`config.mk`:
```
export PLATFORM = sky130hd
export DESIGN_NAME = uart_echo_buf
export DESIGN_NICKNAME = d
export VERILOG_FILES = /design/src/rtl/uart_echo_buf.sv
export SDC_FILE = /design/constraint.sdc
export NUM_CORES = 1
export LEC_CHECK = 0
export CORE_MARGIN = 4
export CORE_UTILIZATION = 33
export DETAILED_ROUTE_END_ITERATION = 16
export SKIP_LAST_GASP = 1
export SYNTH_ARGS = -nofsm -noshare
export SYNTH_HDL_FRONTEND = slang
export SYNTH_SLANG_ARGS = --single-unit
```
`constraint.sdc`:
```
create_clock -name CLK_IN -period 7.85 [get_ports CLK_IN]
set_clock_uncertainty 0.2 [all_clocks]
set_input_delay 1.9625 -clock CLK_IN [delete_from_list [all_inputs] [get_ports CLK_IN]]
set_output_delay 1.9625 -clock CLK_IN [all_outputs]
set_load 0.005 [all_outputs]
```
`src/rtl/uart_echo_buf.sv`:
```
// uart_echo_buf: UART RX deserializer -> byte FIFO -> UART TX serializer echo engine
// with optional case conversion, TX hold and sticky overflow/framing flags.
module uart_echo_buf #(
  parameter int CLK_HZ     = 100_000_000,
  parameter int BAUD       = 115_200,
  parameter int DATA_BITS  = 8,
  parameter int FIFO_DEPTH = 16,
  parameter int CASE_MODE  = 0
) (
  input  logic                        CLK_IN,
  input  logic                        RESET_IN,
  input  logic                        RX,
  output logic                        TX,
  input  logic                        ECHO_EN,
  input  logic                        TX_HOLD,
  input  logic                        CLR_FLAGS,
  output logic                        OVERFLOW,
  output logic                        FRAME_ERR,
  output logic [$clog2(FIFO_DEPTH):0] FIFO_LEVEL
);
  localparam int DIV = (CLK_HZ + BAUD / 2) / BAUD;
  localparam int CW = $clog2(DIV);
  localparam int BW = $clog2(DATA_BITS + 1);
  localparam int AW = $clog2(FIFO_DEPTH);
  localparam int LW = AW + 1;
  localparam logic [CW-1:0] FULL_BIT = CW'(DIV - 1);
  localparam logic [CW-1:0] HALF_BIT = CW'(DIV / 2 - 1);
  localparam logic [BW-1:0] LAST_BIT = BW'(DATA_BITS - 1);
  typedef enum logic [1:0] {IDLE, START, DATA, STOP} state_t;
  state_t rx_st, rx_nx, tx_st, tx_nx;
  logic rx_meta, rx_s, rx_d, rx_fall;
  logic [CW-1:0] rx_cnt, tx_cnt;
  logic [BW-1:0] rx_bit, tx_bit;
  logic [DATA_BITS-1:0] rx_sh, tx_sh, head, conv;
  logic [7:0] h8;
  logic rx_tick, tx_tick, rx_sample, stop_ok, stop_bad, push_req;
  logic push, pop, wr, empty, full;
  logic [AW:0] wptr, rptr;
  logic [DATA_BITS-1:0] mem [FIFO_DEPTH];
  always_ff @(posedge CLK_IN or posedge RESET_IN)
    if (RESET_IN) {rx_meta, rx_s, rx_d} <= '1;
    else {rx_meta, rx_s, rx_d} <= {RX, rx_meta, rx_s};
  assign rx_fall = rx_d & ~rx_s;
  assign rx_tick = rx_cnt == '0;
  always_ff @(posedge CLK_IN or posedge RESET_IN)
    if (RESET_IN) rx_st <= IDLE;
    else rx_st <= rx_nx;
  always_comb begin
    rx_nx = rx_st;
    case (rx_st)
      IDLE:  rx_nx = rx_fall ? START : IDLE;
      START: rx_nx = !rx_tick ? START : rx_s ? IDLE : DATA;
      DATA:  rx_nx = (rx_tick && rx_bit == LAST_BIT) ? STOP : DATA;
      STOP:  rx_nx = rx_tick ? IDLE : STOP;
    endcase
  end
  always_comb begin
    rx_sample = rx_st == DATA && rx_tick;
    stop_ok   = rx_st == STOP && rx_tick && rx_s;
    stop_bad  = rx_st == STOP && rx_tick && !rx_s;
  end
  // Idle keeps the half-bit preload so START measures DIV/2 cycles from the edge.
  always_ff @(posedge CLK_IN or posedge RESET_IN)
    if (RESET_IN) begin
      rx_cnt   <= '0;
      rx_bit   <= '0;
      rx_sh    <= '0;
      push_req <= 1'b0;
    end else begin
      rx_cnt   <= rx_st == IDLE ? HALF_BIT : rx_tick ? FULL_BIT : rx_cnt - CW'(1);
      rx_bit   <= rx_st != DATA ? '0 : rx_tick ? rx_bit + BW'(1) : rx_bit;
      rx_sh    <= rx_sample ? {rx_s, rx_sh[DATA_BITS-1:1]} : rx_sh;
      push_req <= stop_ok;
    end
  assign push  = push_req & ECHO_EN;
  assign empty = wptr == rptr;
  assign full  = wptr[AW] != rptr[AW] && wptr[AW-1:0] == rptr[AW-1:0];
  assign wr    = push && (!full || pop);
  assign head  = mem[rptr[AW-1:0]];
  always_ff @(posedge CLK_IN)
    if (wr) mem[wptr[AW-1:0]] <= rx_sh;
  always_ff @(posedge CLK_IN or posedge RESET_IN)
    if (RESET_IN) begin
      wptr       <= '0;
      rptr       <= '0;
      FIFO_LEVEL <= '0;
    end else begin
      wptr       <= wr ? wptr + LW'(1) : wptr;
      rptr       <= pop ? rptr + LW'(1) : rptr;
      FIFO_LEVEL <= FIFO_LEVEL + LW'(wr) - LW'(pop);
    end
  always_ff @(posedge CLK_IN or posedge RESET_IN)
    if (RESET_IN) begin
      OVERFLOW  <= 1'b0;
      FRAME_ERR <= 1'b0;
    end else begin
      OVERFLOW  <= CLR_FLAGS ? 1'b0 : (push && full && !pop) ? 1'b1 : OVERFLOW;
      FRAME_ERR <= CLR_FLAGS ? 1'b0 : stop_bad ? 1'b1 : FRAME_ERR;
    end
  assign h8 = 8'(head);
  assign conv = (DATA_BITS == 8 && CASE_MODE == 1 && h8 >= 8'h61 && h8 <= 8'h7A) ||
                (DATA_BITS == 8 && CASE_MODE == 2 && h8 >= 8'h41 && h8 <= 8'h5A)
                ? DATA_BITS'(h8 ^ 8'h20) : head;
  assign tx_tick = tx_cnt == '0;
  always_ff @(posedge CLK_IN or posedge RESET_IN)
    if (RESET_IN) tx_st <= IDLE;
    else tx_st <= tx_nx;
  always_comb begin
    tx_nx = tx_st;
    case (tx_st)
      IDLE:  tx_nx = pop ? START : IDLE;
      START: tx_nx = tx_tick ? DATA : START;
      DATA:  tx_nx = (tx_tick && tx_bit == LAST_BIT) ? STOP : DATA;
      STOP:  tx_nx = tx_tick ? IDLE : STOP;
    endcase
  end
  always_comb begin
    pop = tx_st == IDLE && !empty && !TX_HOLD;
    TX  = tx_st == START ? 1'b0 : tx_st == DATA ? tx_sh[0] : 1'b1;
  end
  always_ff @(posedge CLK_IN or posedge RESET_IN)
    if (RESET_IN) begin
      tx_cnt <= '0;
      tx_bit <= '0;
      tx_sh  <= '0;
    end else begin
      tx_cnt <= (tx_st == IDLE || tx_tick) ? FULL_BIT : tx_cnt - CW'(1);
      tx_bit <= tx_st != DATA ? '0 : tx_tick ? tx_bit + BW'(1) : tx_bit;
      tx_sh  <= pop ? conv : (tx_st == DATA && tx_tick) ? tx_sh >> 1 : tx_sh;
    end
endmodule

```
==> flow_summary.toml <==
[worst_setup_path]
regToRegStartpoint = "rptr[1]$_DFFE_PP0P_"
worstSetupEndpoint = "FIFO_LEVEL[4]$_DFF_PP0_"
timing.critical_path.fanout_max = 15
worst_r2r_path_depth = 14
cp-start-kind = "primary input"
critPathKind = "primary input to register"
regToRegEndpoint = "FIFO_LEVEL[4]$_DFF_PP0_"
end_kind = "register"
crit_required_ns = 7.96
timing.reg2reg.setup_slack_ns = 3.80
worstPathArrival_ns = 5.18
worst_setup_path_startpoint = "TX_HOLD"

[cells_and_area]
final_net_count = 554
diodes = 0
syn2layout_area_growth_pct = 12.7
layout-drive-gt1-share_pct = 17.0

[logic_synthesis]
synth-edff-count = 128
synth-async-reset-ratio_pct = 35.0
synthMostInstantiatedCell = "edfxtp_1"
seq_area_frac_synth_pct = 67.2
ys_ff_latch = 197
avgSynthCellArea_um2 = 16.0
syn_nets = 540
syn-instance-count = 519
syn_area_um2 = 8290
most_instantiated_flip_flop_cell_in_the_synthesis_netlist = "edfxtp_1"
netlist_top_cells_area = "edfxtp_1 (46%), dfrtp_1 (20%), mux4_2 (8.4%)"
ys_warnings = 0
netlist.top_cell.by_area = "edfxtp_1"
yosysTopAreaCellShare_pct = 46.4
synth_common_cells = "edfxtp_1 (128), dfrtp_1 (66), nor2_1 (37)"
synth_cell_types = 49

[sta]
maxSlewHeadroom_pct = 26.3
period_share_pct = 64.6
finalHoldViolCount = 0
tightest_slew_ns = 1.11
timing.final.setup_violations = 0
finalWorstPathRequiredPeriod_ns = 5.07
report.final.slew_viol_count = 0
max_clock_freq_ghz = 0.197
grt_setup_unrepaired = "false"
setup-tns-final_ns = 0

[power]
p_per_area_nw_per_um2 = 233
power_mw = 2.18
power.sequential.fraction_pct = 53.5
net-switching-power_mw = 0.501
power.leakage_nw = 3.72
power_frac_clock_pct = 39.4
ir_worst_vdd_uv = 106
combinationalPowerShare_pct = 7.1
power_switching_share_pct = 23.0
p_int_mw = 1.68

[floorplan]
core.rowCount = 57
initial_core_util_pct = 33.8
core_area_um2 = 24500
die_area_um2 = 27700
io_pins = 14
dieWidth_um = 166
die_h_um = 166

[placement]
place.port_buffers = 13
detailedPlacementHpwl_um = 10300
finalWeightedCongestion = 0.772

[global_route]
congestion_overflow_gr = 0
maximum_number_of_pins_on_one_net_before_global_route_repair = 70
grt_pass1_wl_um = 25500
first_global_vias = 4574
grt_antenna_before_repair = 0
grtUsageTotal_pct = 11.7

[clocking]
path_clk_slew_ns = 0.07
tritoncts.num_buffers = 17
insertion_delay_ns = 0.43
cts-htree-levels = 4
cts_tree = "done"
post-cts-setup-buffer-count = 0
cts-root-buf = "clkbuf_16"
clock_tree_sinks = 197
cts_max_path_buffers = 2
cts_repair_resize_count = 0
holdBufCountCts = 0

[routing]
drt_iter0_drc = 314
drt-vias-per-instance = 4.93
remaining_drc_errors = 0
route.antenna.remaining_nets = 0
vias = 4287
drt-total-wl_um = 15400
drt_pre_antenna_iters = 4
avgRoutedWirePerCell_um = 17.7

[outcome]
run_status = "complete, no violations"

[run]
maxcap_viol_count = 0

[min_path]
worstHoldPathType = "register to register"
-- placed cells by master, fill, tap and decap left out, drive strengths merged, types with 3 or more instances in the layout --
master / count
nor4: 4
and3: 15
mux2: 12
buf: 4
nand3: 7
nand2: 15
nand2b: 4
clkbuf: 18
clkdlybuf4s50: 13
xor2: 18
mux2i: 19
edfxtp: 128
nand4: 7
inv: 32
o21ai: 4
xnor2: 18
nor2b: 7
nor3: 8
dfstp: 3
and2: 7
mux4: 31
a211oi: 6
a21o: 4
ha: 14
a21oi: 9
nor2: 37
a22o: 14
dfrtp: 66
-- layer usage --
| layer | vias up | global-route usage [%] | routed length [um] |
|---|---|---|---|
| li1 | 1982 | - | - |
| met4 | 0 | 3.91 | 268 |
| met3 | 16 | 2.75 | 465 |
| met5 | - | 0 | 0 |
| met2 | 67 | 19.2 | 7720 |
| met1 | 2222 | 15.2 | 6990 |
-- worst min path at each step --
stage,from,to,slack [ns],cells past startpoint
5_1_grt,rx_meta$_DFF_PP1_,rx_s$_DFF_PP1_,0.16,0
3_3_place_gp,rx_meta$_DFF_PP1_,rx_s$_DFF_PP1_,0.15,0
4_1_cts,rx_meta$_DFF_PP1_,rx_s$_DFF_PP1_,0.16,0
2_1_floorplan,rx_meta$_DFF_PP1_,rx_s$_DFF_PP1_,0.15,0
6_report,rx_meta$_DFF_PP1_,rx_s$_DFF_PP1_,0.16,0
3_5_place_dp,rx_meta$_DFF_PP1_,rx_s$_DFF_PP1_,0.15,0
-- flip-flops by register name, summed over array words and instances, names as in the netlist --
name and flops:
rx_cnt 10, rx_meta 1, rptr 5, tx_cnt 10, wptr 5, FRAME_ERR 1, tx_sh 8, rx_s 1
push_req 1, rx_d 1, rx_sh 8, rx_bit 4, FIFO_LEVEL 5, tx_st 2, mem 128, rx_st 2
OVERFLOW 1, tx_bit 4
-- cells by family after synthesis --
family | count (synthesis) | share of synthesized area [%]
flops | 197 | 67.2
fa+ha+maj | 15 | 2.35
xor+xnor | 36 | 3.80
buf+inv | 44 | 2.20
mux | 62 | 12.3
compound gates | 48 | 4.33
simple gates | 117 | 7.71
-- power groups by stage --
stage	combinational (mW)	clock, mW	sequential, mW
floorplan	0.113	0	1.18
global placement	0.147	0	1.18
detailed placement	0.156	0	1.19
CTS	0.158	0.878	1.16
global route	0.172	0.922	1.17
finish	0.155	0.856	1.16
-- per-stage QoR --
stage          std cells  hold slack, ns  utilization, %  setup WS [ns]  area [um^2]
2_1_floorplan        519           0.145               -           3.46         8290
3_3_place_gp         838           0.149            35.7           2.34         8760
3_5_place_dp         838           0.150            35.7           2.30         8760
4_1_cts              870           0.160            38.1           2.74         9340
5_1_grt              870           0.162            38.1           2.50         9340
6_report             870           0.158            38.1           2.78         9340
-- final cells by class --
class,instances,area (um^2)
well taps,324,405
flip-flops and latches,197,5580
inverters,22,82.6
fillers,2270,15200
multi-input cells,278,2530
clock buffers,18,450
repair buffers,17,160
clock inverters,14,134
-- critical path, stage by stage --
cell and delay, ns:
clkdlybuf4s50_1 0.44, nor3_1 0.22, nor2_1 0.17, a21oi_1 0.92
inv_1 0.11, ha_1 0.31, inv_1 0.05, ha_1 0.15
inv_1 0.06, fa_1 0.40, inv_1 0.07, a21o_1 0.11
a21oi_1 0.07, xnor2_1 0.13
(Power assumes the default switching activity.)
